--- config.mk ---
export PLATFORM = sky130hd
export DESIGN_NAME = keypad_scanner
export DESIGN_NICKNAME = d
export VERILOG_FILES = /design/src/rtl/keypad_pkg.sv /design/src/rtl/scan_tick.sv /design/src/rtl/keypad_scanner.sv
export SDC_FILE = /design/constraint.sdc
export NUM_CORES = 1
export LEC_CHECK = 0
export BUFFER_PORTS_ARGS = -buffer_cell sky130_fd_sc_hd__buf_4
export CAP_MARGIN = 10
export CORE_ASPECT_RATIO = 0.6
export CORE_MARGIN = 1.5
export CORE_UTILIZATION = 55
export DETAILED_ROUTE_END_ITERATION = 8
export PLACE_DENSITY = 0.82
export REMOVE_ABC_BUFFERS = 1
export SLEW_MARGIN = 10
export SYNTH_ARGS = -nofsm -noshare
export SYNTH_HDL_FRONTEND = slang
export SYNTH_SLANG_ARGS = --single-unit
--- constraint.sdc ---
create_clock -name clk -period 3.21 [get_ports clk]
set_input_delay 0.1605 -clock clk [delete_from_list [all_inputs] [get_ports clk]]
set_output_delay 0.1605 -clock clk [all_outputs]
set_load 0.05 [all_outputs]
--- src/rtl/keypad_pkg.sv ---
// rtl/keypad_pkg.sv - shared types and constants for the 4x4 hex keypad scanner
package keypad_pkg;

    typedef enum logic [1:0] {
        SCAN     = 2'd0,
        DEBOUNCE = 2'd1,
        HELD     = 2'd2
    } state_t;

    // Indexed by {row, col}; entry 0 is the top-left key.
    localparam logic [15:0][3:0] KEY_MAP = {
        4'hD, 4'hE, 4'hF, 4'h0,
        4'hC, 4'h9, 4'h8, 4'h7,
        4'hB, 4'h6, 4'h5, 4'h4,
        4'hA, 4'h3, 4'h2, 4'h1
    };

    // Active-low column drive, one bit low per column index.
    localparam logic [3:0][3:0] COL_DRIVE = {
        4'b0111, 4'b1011, 4'b1101, 4'b1110
    };

    function automatic logic [1:0] row_index(input logic [3:0] rows_low);
        logic [1:0] idx;
        idx = 2'd0;
        if (rows_low[3]) idx = 2'd3;
        if (rows_low[2]) idx = 2'd2;
        if (rows_low[1]) idx = 2'd1;
        if (rows_low[0]) idx = 2'd0;
        return idx;
    endfunction

endpackage

--- src/rtl/scan_tick.sv ---
// rtl/scan_tick.sv - free-running divider producing a one-clk scan tick
module scan_tick #(
    parameter int SCAN_DIV = 100000
) (
    input  logic clk,
    input  logic reset,
    output logic tick
);

    localparam int CW = $clog2(SCAN_DIV);
    localparam logic [CW-1:0] LAST = CW'(SCAN_DIV - 1);

    logic [CW-1:0] cnt;

    assign tick = (cnt == LAST);

    always_ff @(posedge clk or posedge reset) begin
        if (reset) begin
            cnt <= '0;
        end else if (tick) begin
            cnt <= '0;
        end else begin
            cnt <= cnt + CW'(1);
        end
    end

endmodule

--- src/rtl/keypad_scanner.sv ---
// rtl/keypad_scanner.sv - column-scanning keypad reader with debounce and hex entry shift register
module keypad_scanner #(
    parameter int SCAN_DIV  = 100000,
    parameter int DEB_TICKS = 4
) (
    input  logic        clk,
    input  logic        reset,
    input  logic [3:0]  row_n,
    input  logic        clear,
    output logic [3:0]  col_n,
    output logic [3:0]  key_code,
    output logic        key_valid,
    output logic        key_down,
    output logic [31:0] entry
);

    import keypad_pkg::*;

    localparam int CNT_W = $clog2(DEB_TICKS + 1);
    localparam logic [CNT_W-1:0] DEB_LAST = CNT_W'(DEB_TICKS);

    logic [3:0]       row_meta;
    logic [3:0]       rows_s;
    logic             tick;
    state_t           state, state_n;
    logic [1:0]       col_idx, col_idx_n;
    logic [1:0]       row_idx, row_idx_n;
    logic [CNT_W-1:0] deb_cnt, deb_cnt_n;
    logic [CNT_W-1:0] rel_cnt, rel_cnt_n;
    logic [3:0]       key_code_n;
    logic             key_valid_n;
    logic             key_down_n;
    logic [3:0]       rows_low;
    logic             press_ok;
    logic [1:0]       press_row;

    scan_tick #(
        .SCAN_DIV (SCAN_DIV)
    ) u_scan_tick (
        .clk   (clk),
        .reset (reset),
        .tick  (tick)
    );

    // Idle rows read high, so the synchronizer resets to "no key".
    always_ff @(posedge clk or posedge reset) begin
        if (reset) begin
            row_meta <= 4'hF;
            rows_s   <= 4'hF;
        end else begin
            row_meta <= row_n;
            rows_s   <= row_meta;
        end
    end

    // Ghosted or empty patterns never qualify as a press.
    assign rows_low  = ~rows_s;
    assign press_ok  = $onehot(rows_low);
    assign press_row = row_index(rows_low);
    assign col_n     = COL_DRIVE[col_idx];

    always_comb begin
        state_n     = state;
        col_idx_n   = col_idx;
        row_idx_n   = row_idx;
        deb_cnt_n   = deb_cnt;
        rel_cnt_n   = rel_cnt;
        key_code_n  = key_code;
        key_down_n  = key_down;
        key_valid_n = 1'b0;
        if (tick) begin
            case (state)
                SCAN: begin
                    if (press_ok) begin
                        row_idx_n = press_row;
                        if (DEB_TICKS == 1) begin
                            key_code_n  = KEY_MAP[{press_row, col_idx}];
                            key_valid_n = 1'b1;
                            key_down_n  = 1'b1;
                            deb_cnt_n   = '0;
                            rel_cnt_n   = '0;
                            state_n     = HELD;
                        end else begin
                            deb_cnt_n = CNT_W'(1);
                            state_n   = DEBOUNCE;
                        end
                    end else begin
                        col_idx_n = col_idx + 2'd1;
                    end
                end
                DEBOUNCE: begin
                    if (press_ok && (press_row == row_idx)) begin
                        if ((deb_cnt + CNT_W'(1)) == DEB_LAST) begin
                            key_code_n  = KEY_MAP[{row_idx, col_idx}];
                            key_valid_n = 1'b1;
                            key_down_n  = 1'b1;
                            deb_cnt_n   = '0;
                            rel_cnt_n   = '0;
                            state_n     = HELD;
                        end else begin
                            deb_cnt_n = deb_cnt + CNT_W'(1);
                        end
                    end else begin
                        // Rescan the same column so a bouncing key is retried promptly.
                        deb_cnt_n = '0;
                        state_n   = SCAN;
                    end
                end
                HELD: begin
                    if (rows_s == 4'hF) begin
                        if ((rel_cnt + CNT_W'(1)) == DEB_LAST) begin
                            key_down_n = 1'b0;
                            rel_cnt_n  = '0;
                            col_idx_n  = col_idx + 2'd1;
                            state_n    = SCAN;
                        end else begin
                            rel_cnt_n = rel_cnt + CNT_W'(1);
                        end
                    end else begin
                        rel_cnt_n = '0;
                    end
                end
                default: begin
                    state_n = SCAN;
                end
            endcase
        end
    end

    always_ff @(posedge clk or posedge reset) begin
        if (reset) begin
            state     <= SCAN;
            col_idx   <= 2'd0;
            row_idx   <= 2'd0;
            deb_cnt   <= '0;
            rel_cnt   <= '0;
            key_code  <= 4'h0;
            key_valid <= 1'b0;
            key_down  <= 1'b0;
        end else begin
            state     <= state_n;
            col_idx   <= col_idx_n;
            row_idx   <= row_idx_n;
            deb_cnt   <= deb_cnt_n;
            rel_cnt   <= rel_cnt_n;
            key_code  <= key_code_n;
            key_valid <= key_valid_n;
            key_down  <= key_down_n;
        end
    end

    // Clear takes priority so a coincident key is dropped from the entry.
    always_ff @(posedge clk or posedge reset) begin
        if (reset) begin
            entry <= 32'h0;
        end else if (clear) begin
            entry <= 32'h0;
        end else if (key_valid) begin
            entry <= {entry[27:0], key_code};
        end
    end

endmodule

# Yosys cells after proc, flatten, opt, wreduce, memory -nomap -nowiden
# Memory sizes are Yosys's and may differ from the RTL's. A register that Yosys moved wholly into a read port is not among the register bits.
# Index checks and enable logic that the tools add are counted.
[totals]
regBits = 71
romBits = 64
out_inout_bits = 42
elab_cells = 86
memories = 1
[op_classes]
add_sub_neg = 7
order_cmp = 1
n_eq_ne = 15
muxes = 37
bitwise_logic = 1
n_reduce_logical = 13
[memory_table]
columns = ["memory", "depth", "width", "read_ports", "rd_ports_with_merged_regs", "write_ports", "line_no", "source"]
rows = [
  ["(name not given)", 16, 4, 1, 1, 0, "keypad_scanner.sv:94", "key_code_n = KEY_MAP[{row_idx, col_idx}];"],
]
[op_table]
columns = ["cell", "count"]
rows = [
  ["$mux 32", 2],
  ["$mux 2", 12],
  ["$mux 3", 7],
  ["$add 17x1->17 const B", 1],
  ["$eq 17x17->1 const B", 1],
  ["$mux 17", 1],
  ["$ne 2x2->1 const B", 6],
  ["$pmux 3 s2", 2],
  ["$reduce_and 5->1", 2],
  ["$bmux 4 s2", 1],
  ["$mux 1", 8],
  ["$reduce_and 4->1", 2],
  ["$reduce_bool 2->1", 4],
  ["$add 3x1->3 const B", 2],
  ["$eq 3x3->1 const B", 2],
  ["$pmux 2 s3", 1],
  ["$reduce_and 3->1", 2],
  ["$reduce_and 6->1", 1],
  ["$add 1x1->2", 2],
  ["$eq 4x4->1 const B", 1],
  ["$mux 4", 1],
  ["$not 4->4", 1],
  ["$pmux 2 s2", 1],
  ["$add 2x2->3", 1],
  ["10 further kinds", 10],
]

# Logic depth before layout (Yosys ltp)
# Gate-level depths: netlist (run 1).
[depth]
depth_word = 10
ltp_mapped = 9

# By module
# A second synthesis (run 1) with hierarchy kept.
[unflattened]
hier_cells = 308
hier_area_um2 = 3592.2
[modules_own_cells]
columns = ["module", "instances", "cells_per_inst", "area_each_um2", "seq_area_each_um2"]
rows = [
  ["keypad_scanner", 1, 233, 2766.4, 1461.4],
  ["scan_tick", 1, 75, 825.8, 425.4],
]

# Least setup slack after synthesis (run 1)
# OpenSTA, ideal clock, no wires.
[synth_timing]
path_type = "register to register"
from = "register rows_s[0]"
to = "register row_idx[0]"
arrival_time_ps = 2343
t_required_ps = 3085
slack_ps = 742
path_stages_with_launch = 9
period_less_slack_ps = 2468
path_cell_list = "dfstp_2 > fa_1 > inv_1 > ha_1 > ha_1 > nor2_1 > nand2_1 > or4_4 > mux2_4"
[synth_via]
elab_chain_cells = 5
[synth_lines]
columns = ["element", "line_no", "source"]
rows = [
  ["from (decl)", "keypad_scanner.sv:23", "logic [3:0] rows_s;"],
  ["from (signal assigned)", "keypad_scanner.sv:52", "rows_s <= row_meta;"],
  ["$not 4->4 *", "keypad_scanner.sv:57", "assign rows_low = ~rows_s;"],
  ["$add 1x1->2 (implied by the code)", "keypad_scanner.sv:58", "assign press_ok = $onehot(rows_low);"],
  ["$add 2x2->3 (implied by the code)", "keypad_scanner.sv:58", ""],
  ["$eq 3x1->1", "keypad_scanner.sv:58", ""],
  ["$reduce_and 3->1 (no source line)", "--", ""],
  ["to (signal assigned)", "keypad_scanner.sv:143", "row_idx <= row_idx_n;"],
  ["to (decl)", "keypad_scanner.sv:27", "logic [1:0] row_idx, row_idx_n;"],
]
# Mark *: on every way between the ends. The rest lies on a longest branch, timed or not.
# A chain may end at the register's enable or synchronous reset.

# Final worst setup path (run 1)
[layout_timing]
from = "register rows_s[0]"
to = "register key_code[0]"
[layout_via]
elab_chain_cells = 6
[layout_lines]
columns = ["element", "line_no", "source"]
rows = [
  ["$not 4->4 *", "keypad_scanner.sv:57", ""],
  ["$add 1x1->2 (implied by the code)", "keypad_scanner.sv:58", ""],
  ["$add 2x2->3 (implied by the code)", "keypad_scanner.sv:58", ""],
  ["$eq 3x1->1", "keypad_scanner.sv:58", ""],
  ["$logic_and 1x1->1 *", "keypad_scanner.sv:92", "if (press_ok && (press_row == row_idx)) begin"],
  ["$reduce_and 4->1 (no source line) *", "--", ""],
  ["to (decl)", "keypad_scanner.sv:11", "output logic [3:0] key_code,"],
]
# Marked as above.

==> results of run 1 <==
[cell usage in the layout (no fill, tap or decap), types with 2 or more instances in the layout]
| master | instances |
|---|---|
| sky130_fd_sc_hd__nand2b_1 | 2 |
| sky130_fd_sc_hd__ha_1 | 14 |
| sky130_fd_sc_hd__bufinv_16 | 2 |
| sky130_fd_sc_hd__nand2_1 | 17 |
| sky130_fd_sc_hd__mux2_2 | 5 |
| sky130_fd_sc_hd__nor2_1 | 51 |
| sky130_fd_sc_hd__a21oi_1 | 5 |
| sky130_fd_sc_hd__mux2_4 | 2 |
| sky130_fd_sc_hd__dlygate4sd3_1 | 5 |
| sky130_fd_sc_hd__nand3_1 | 9 |
| sky130_fd_sc_hd__xor2_1 | 9 |
| sky130_fd_sc_hd__dfstp_2 | 8 |
| sky130_fd_sc_hd__xnor2_1 | 12 |
| sky130_fd_sc_hd__clkbuf_8 | 9 |
| sky130_fd_sc_hd__and4bb_2 | 2 |
| sky130_fd_sc_hd__mux2i_1 | 33 |
| sky130_fd_sc_hd__and2_1 | 2 |
| sky130_fd_sc_hd__buf_4 | 50 |
| sky130_fd_sc_hd__o21ai_0 | 11 |
| sky130_fd_sc_hd__inv_1 | 18 |
| sky130_fd_sc_hd__nand4_1 | 5 |
| sky130_fd_sc_hd__dfrtp_1 | 66 |
| sky130_fd_sc_hd__nor4_1 | 4 |
[metal layers]
metal  GRT usage, %  up-vias  share of wire (%)
met3           9.13        5                6.2
met2           30.9       68                 43
met1           31.8     1194                 51
met4           6.50        0               0.66
met5              0        -                  0
li1               -     1187                  -
[area by class of cell]
type,count,area [um2]
Clock inverter,6,90.1
Timing Repair Buffer,55,425
Fill cell,476,1910
Multi-Input combinational cell,213,1550
Clock buffer,10,128
Inverter,19,71.3
Tap cell,84,105
Sequential cell,75,1890
[sequential cells by signal (all words and copies together), names as in the netlist]
signal           count
u_scan_tick.cnt     17
key_down             1
rel_cnt              3
entry               32
state                2
col_idx              2
key_code             4
row_idx              2
key_valid            1
rows_s               4
row_meta             4
deb_cnt              3
[critical path, stage by stage (launching register included)]
cell and delay (ns):
sky130_fd_sc_hd__dfstp_2 0.39, sky130_fd_sc_hd__fa_1 0.53, sky130_fd_sc_hd__inv_1 0.04, sky130_fd_sc_hd__ha_1 0.17
sky130_fd_sc_hd__ha_1 0.27, sky130_fd_sc_hd__nor2_1 0.14, sky130_fd_sc_hd__and2_1 0.18, sky130_fd_sc_hd__nand3_1 0.13
sky130_fd_sc_hd__nor3_4 0.27, sky130_fd_sc_hd__mux2_2 0.37
[cell families after synthesis]
| group | share of synthesized area, % |
|---|---|
| buffers and inverters | 3.00 |
| flip-flops | 53.2 |
| multiplexers | 11.8 |
| adder cells (fa/ha/maj) | 5.50 |
| AND/OR/NAND/NOR | 16.0 |
| XOR/XNOR | 5.19 |
| AO/OA/AOI/OAI | 5.33 |
[final timing paths]
kind,start,endpoint,slack (ns)
worst min-delay path,clear,entry[5],0.19
worst max-delay path,rows_s[0],key_code[0],0.61
min in group asynchronous,reset,entry[21],0.36
max in group asynchronous,reset,key_valid,2.02
worst max register to register,rows_s[0],key_code[0],0.61
worst min register to register,row_meta[0],rows_s[0],0.36
[what timing repair did]
item,CTS,global route
setup buffers,0,0
hold endpoints to repair,18,0
hold buffers,5,0
[power groups by stage]
stage / Combinational, mW / Clock [mW] / Sequential [mW]
floorplan: 0.0400 / 0 / 0.974
detailed placement: 0.0655 / 0 / 0.975
global route: 0.0807 / 0.856 / 0.957
global placement: 0.0642 / 0 / 0.975
CTS: 0.0703 / 0.802 / 0.957
finish: 0.0697 / 0.789 / 0.957
==> run summary, run 1 <==
• average via count per standard cell: 5.31
• post-synthesis cell count: 316
• Synth Warn #: 0
• core area: 6170 um2
• CTS-repair resized insts: 0
• Avg Inst Size Synth: 11.2 um2
• Finish-stage setup viols: 0
• sequential element share of the synthesized area: 53.2%
• buffers added on ports: 48
• Worst Reg-to-Reg Cells: 9
• netlist area before placement: 3550 um2
• Total Power Consumption: 1.81 mW
• Ant. Diodes: 0
• period utilization: 81.0%
• antenna violations before repair: 0
• root cell of the clock tree: sky130_fd_sc_hd__clkbuf_8
• cell internal pwr: 1.42 mW
• hpwl dp: 4850 um
• Netlist cell types: 52
• clock group share of total power: 43.5%
• maximum number of buffers from clock root to sink: 2
• worst path required time: 3.45 ns
• First-pass DRT Iterations: 4
• antenna viol nets, final: 0
• share of Yosys cell area claimed by the top area cell type: 47.3%
• Critical Path Source Type: register
• final hold violations: 0
• Starting DRT DRC Count: 116
• post-route cell area: 4260 um2
• sort of element at the end of the critical path: register
• prevailing post-synth register cell: sky130_fd_sc_hd__dfrtp_1
• setup total negative slack: 0 ns
• effective utilization at floorplan: 57.5%
• last weighted congestion value of the routability-driven placer: 0.922
• biggest fanout along the worst timing path: 4
• largest net degree at the start of global routing: 39
• non-filler instance count after layout: 462
• total gr overflow: 0
• transition time at the pin with the least slew margin: 0.919 ns
• power density normalized to cell area: 426 nW/um2
• Crit Path Category: register to register
• depth of the worst hold-timing path: 2
• Async SR Flop Fraction: 100%
• post-synthesis to final-layout area growth: 20.1%
• number of global-route vias before repair: 2,386
• maximum vdd ir drop: 264 uV
• post-layout utilization of the core: 69.1%
• global-route wire length before repair: 11,600 um
• Clock Latency Late Sink: 0.35 ns
• Data arrival, critical path: 2.84 ns
• area enclosed by the die boundary: 6950 um2
• total number of vias: 2,454
• Num CTS Buffers: 9
• switching part of the total: 22.0%
• most common library cells after synthesis: sky130_fd_sc_hd__dfrtp_1 (67), sky130_fd_sc_hd__nor2_1 (51), sky130_fd_sc_hd__mux2i_1 (33), sky130_fd_sc_hd__inv_1 (19), sky130_fd_sc_hd__nand2_1 (17)
• Max Clock Skew: 0.00429 ns
• final routed wirelength across all metal layers: 6650 um
• Min-Delay Path Class: primary input to register
• reported max-cap violation count: 0
• number of levels in the clock H-tree: 3
• final worst hold slack: 0.187 ns
• setup slack at placement: 0.599 ns
• highest clock frequency the design can meet: 0.385 GHz
• fin crit period: 2.60 ns
• total placed instance area: 3990 um2
• wire per inst: 14.4 um
• Max-slew headroom: 38.8%
• static power due to leakage: 1.96 nW
• layout cells sized above 1: 25.1%
• top cell type by total area after synthesis: sky130_fd_sc_hd__dfrtp_1
• number of flops mapped to enable cells by yosys: 0
• fraction of power consumed by sequential logic: 52.7%
• most frequent cell after synthesis: sky130_fd_sc_hd__dfrtp_1
• final count of pins violating max slew: 0
• DR DRC count: 0
• largest cells by area after synthesis: sky130_fd_sc_hd__dfrtp_1 (47%), sky130_fd_sc_hd__mux2i_1 (9.3%), sky130_fd_sc_hd__dfstp_2 (5.9%)
• overall fraction of global-route tracks in use: 22.2%
• number of nets in the final layout: 395
• number of ports placed on the die boundary: 49
• CTS sink cnt: 75
• Row Count: 22
• die height: 65.2 um
• Seq cells post-synth: 75
• run status: finished, final reports clean
• minimum setup slack in the final design: 0.610 ns
• horizontal die dimension: 107 um
• Comb pwr share: 3.8%
• Sw Pwr: 399 uW
• clock input transition at the sequential cells of the worst setup and hold paths: 0.08 ns
• RSZ-0062 raised after global routing: no
• number of cells after detailed placement: 441
• clock tree from TritonCTS: built
Power figures use the tool's default switching activity.
==> run 2, diff against run 1 <==
==> constraint.sdc (replaced) <==
create_clock -name clk -period 2.5 [get_ports clk]
set_input_delay 0.125 -clock clk [delete_from_list [all_inputs] [get_ports clk]]
set_output_delay 0.125 -clock clk [all_outputs]
set_load 0.05 [all_outputs]
==> run summary, run 2 (synthesized netlist as in run 1, its figures left out) <==
• number of nets in the final layout: 405, +2.5%
• FF-to-FF Start: rows_s[1]
• horizontal die dimension: 107 um, unchanged
• final count of pins violating max slew: 0, unchanged
• switching part of the total: 21.3%, -0.68 points
• DR DRC count: 0, unchanged
• fin crit period: 2.48 ns, -0.124 ns
• total gr overflow: 0, unchanged
• buffers added on ports: 48, unchanged
• highest clock frequency the design can meet: 0.404 GHz, +5.0%
• antenna violations before repair: 0, unchanged
• RSZ-0062 raised after global routing: yes
• number of global-route vias before repair: 2,519, +5.6%
• library cell contributing the largest single delay on the critical path: sky130_fd_sc_hd__dfstp_2
• final hold violations: 0, unchanged
• final routed wirelength across all metal layers: 7310 um, +10%
• depth of the worst hold-timing path: 2, unchanged
• hpwl dp: 5170 um, +6.5%
• layout cells sized above 1: 29.4%, +4.2 points
• post-layout utilization of the core: 71.7%, +2.6 points
• Worst Hold Endpoint: entry[17]
• Ant. Diodes: 0, unchanged
• maximum number of buffers from clock root to sink: 2, unchanged
• clock group share of total power: 45.1%, +1.6 points
• ordered list of cells on the worst path: fa_1, inv_1, ha_2, ha_4, nor2_4, and2_4, nand3_4, nor3_4, mux2_2
• biggest fanout along the worst timing path: 4, unchanged
• largest net degree at the start of global routing: 35, -10%
• post-synthesis to final-layout area growth: 24.7%
• minimum setup slack in the final design: 0.0243 ns, -0.586 ns
• effective utilization at floorplan: 57.5%, unchanged
• worst path required time: 2.74 ns, -0.71 ns
• Max-slew headroom: 38.8%, about the same
• die height: 65.2 um, unchanged
• static power due to leakage: 2.03 nW, +3.5%
• antenna viol nets, final: 0, unchanged
• top library cells by usage in the layout, fill and taps aside: sky130_fd_sc_hd__dfrtp_1 (66), sky130_fd_sc_hd__buf_4 (60), sky130_fd_sc_hd__nor2_1 (50), sky130_fd_sc_hd__mux2i_1 (32), sky130_fd_sc_hd__inv_1 (18)
• Sw Pwr: 524 uW, +31%
• Largest register FFs: 32, unchanged
• root cell of the clock tree: sky130_fd_sc_hd__clkbuf_8
• Data arrival, critical path: 2.71 ns, -0.13 ns
• transition time at the pin with the least slew margin: 0.919 ns, +0.0000892 ns
• fill cell instance count of the final layout: 430, -9.7%
• Worst Reg-to-Reg Cells: 9, unchanged
• Critical Path Source Type: register
• power density normalized to cell area: 556 nW/um2, +31%
• number of levels in the clock H-tree: 3, unchanged
• wire per inst: 15.5 um, +7.6%
• Finish-stage setup viols: 0, unchanged
• Num CTS Buffers: 9, unchanged
• largest registers ranked by flip-flop count: entry x32, u_scan_tick.cnt x17
• First-pass DRT Iterations: 4, unchanged
• Min-Delay Path Class: primary input to register
• period utilization: 99.0%, +18 points
• setup slack, reg-to-reg: 0.02 ns, -0.59 ns
• reported max-cap violation count: 0, unchanged
• Max stage delay on crit path: 0.55 ns, +0.02 ns
• global-route wire length before repair: 12,500 um, +7.5%
• Total Power Consumption: 2.46 mW, +36%
• Reg-to-Reg End: key_code[0]
• cell internal pwr: 1.94 mW, +37%
• core area: 6170 um2, unchanged
• area enclosed by the die boundary: 6950 um2, unchanged
• CTS sink cnt: 75, unchanged
• run status: finished, final reports clean
• total number of vias: 2,554, +4.1%
• clock input transition at the sequential cells of the worst setup and hold paths: 0.08 ns, about the same
• non-filler instance count after layout: 472, +2.2%
• register with the most flip-flops: entry
• average via count per standard cell: 5.41, +1.9%
• Crit Path Category: register to register
• sort of element at the end of the critical path: register
• setup total negative slack: 0 ns, unchanged
• maximum vdd ir drop: 377 uV, +43%
• Comb pwr share: 5.0%, +1.2 points
• fraction of power consumed by sequential logic: 49.9%, -2.8 points
• most common cell after layout, fill and taps aside: sky130_fd_sc_hd__dfrtp_1
• Row Count: 22, unchanged
• number of ports placed on the die boundary: 49, unchanged
• hold_sp: clear
• Clock Latency Late Sink: 0.35 ns, about the same
• overall fraction of global-route tracks in use: 23.6%, +1.4 points
• Max Clock Skew: 0.0108 ns, +0.00649 ns
• Starting DRT DRC Count: 163, +41%
• number of cells after detailed placement: 451, +2.3%
• clock tree from TritonCTS: built
• last weighted congestion value of the routability-driven placer: 0.869, -5.7%
• setup slack at placement: -0.105 ns, -0.704 ns
run 2: power by group through the flow:
stage | combinational [mW] | clock (mW) | sequential, mW
after global placement | 0.0910 | 0 | 1.25
after detailed placement | 0.0958 | 0 | 1.25
after floorplan | 0.0513 | 0 | 1.25
after CTS | 0.104 | 1.12 | 1.23
after global routing | 0.137 | 1.18 | 1.23
final | 0.123 | 1.11 | 1.23
run 2: worst max-delay path, delay by kind of cell, from the launching register on:
family	cells	cell delay (ns)
fa+ha+maj	3	0.79
simple gates	4	0.59
flops	1	0.55
mux	1	0.37
buf+inv	1	0.07
run 2: repair_timing:
action	CTS	global route
setup endpoints to repair	7	15
resized for setup	2	11
pin swaps	4	4
setup buffers	0	0
endpoints found under the hold margin	27	0
hold buffers	5	0
run 2: through the flow:
step	hold slack (ns)	area [um2]
after global placement	0.233	4070
after global routing	0.165	4420
after floorplan	0.129	3510
final	0.161	4420
after detailed placement	0.234	4070
after CTS	0.147	4370
run 2: worst max path at each step:
| stage | start | to | slack, ns | cells past startpoint |
|---|---|---|---|---|
| after floorplan | rows_s[0] | row_idx[0] | 0.03 | 8 |
| after global placement | rows_s[0] | key_code[2] | -0.01 | 9 |
| after detailed placement | rows_s[0] | deb_cnt[2] | -0.10 | 9 |
| after CTS | rows_s[0] | key_code[1] | -0.009 | 9 |
| after global routing | rows_s[3] | key_code[0] | -0.08 | 9 |
| final | rows_s[1] | key_code[0] | 0.02 | 9 |
run 2: layout make-up:
| class | instances | area, um2 | area share, % |
|---|---|---|---|
| sequential | 75 | 1890 | 42.7 |
| inverter | 19 | 71.3 | 1.61 |
| tap | 84 | 105 | 2.38 |
| clock inverter | 6 | 114 | 2.57 |
| clock buffer | 10 | 128 | 2.89 |
| multi-input combinational | 213 | 1620 | 36.5 |
| timing repair buffer | 65 | 500 | 11.3 |
run 2: routing by layer:
metal  GRT usage [%]  vias up  part of all wire (%)
met2            36.8       57                    46
met3            5.95       10                   4.7
met4            6.50        0                  0.98
met5               0        -                     0
met1            33.4     1278                    48
li1                -     1209                     -
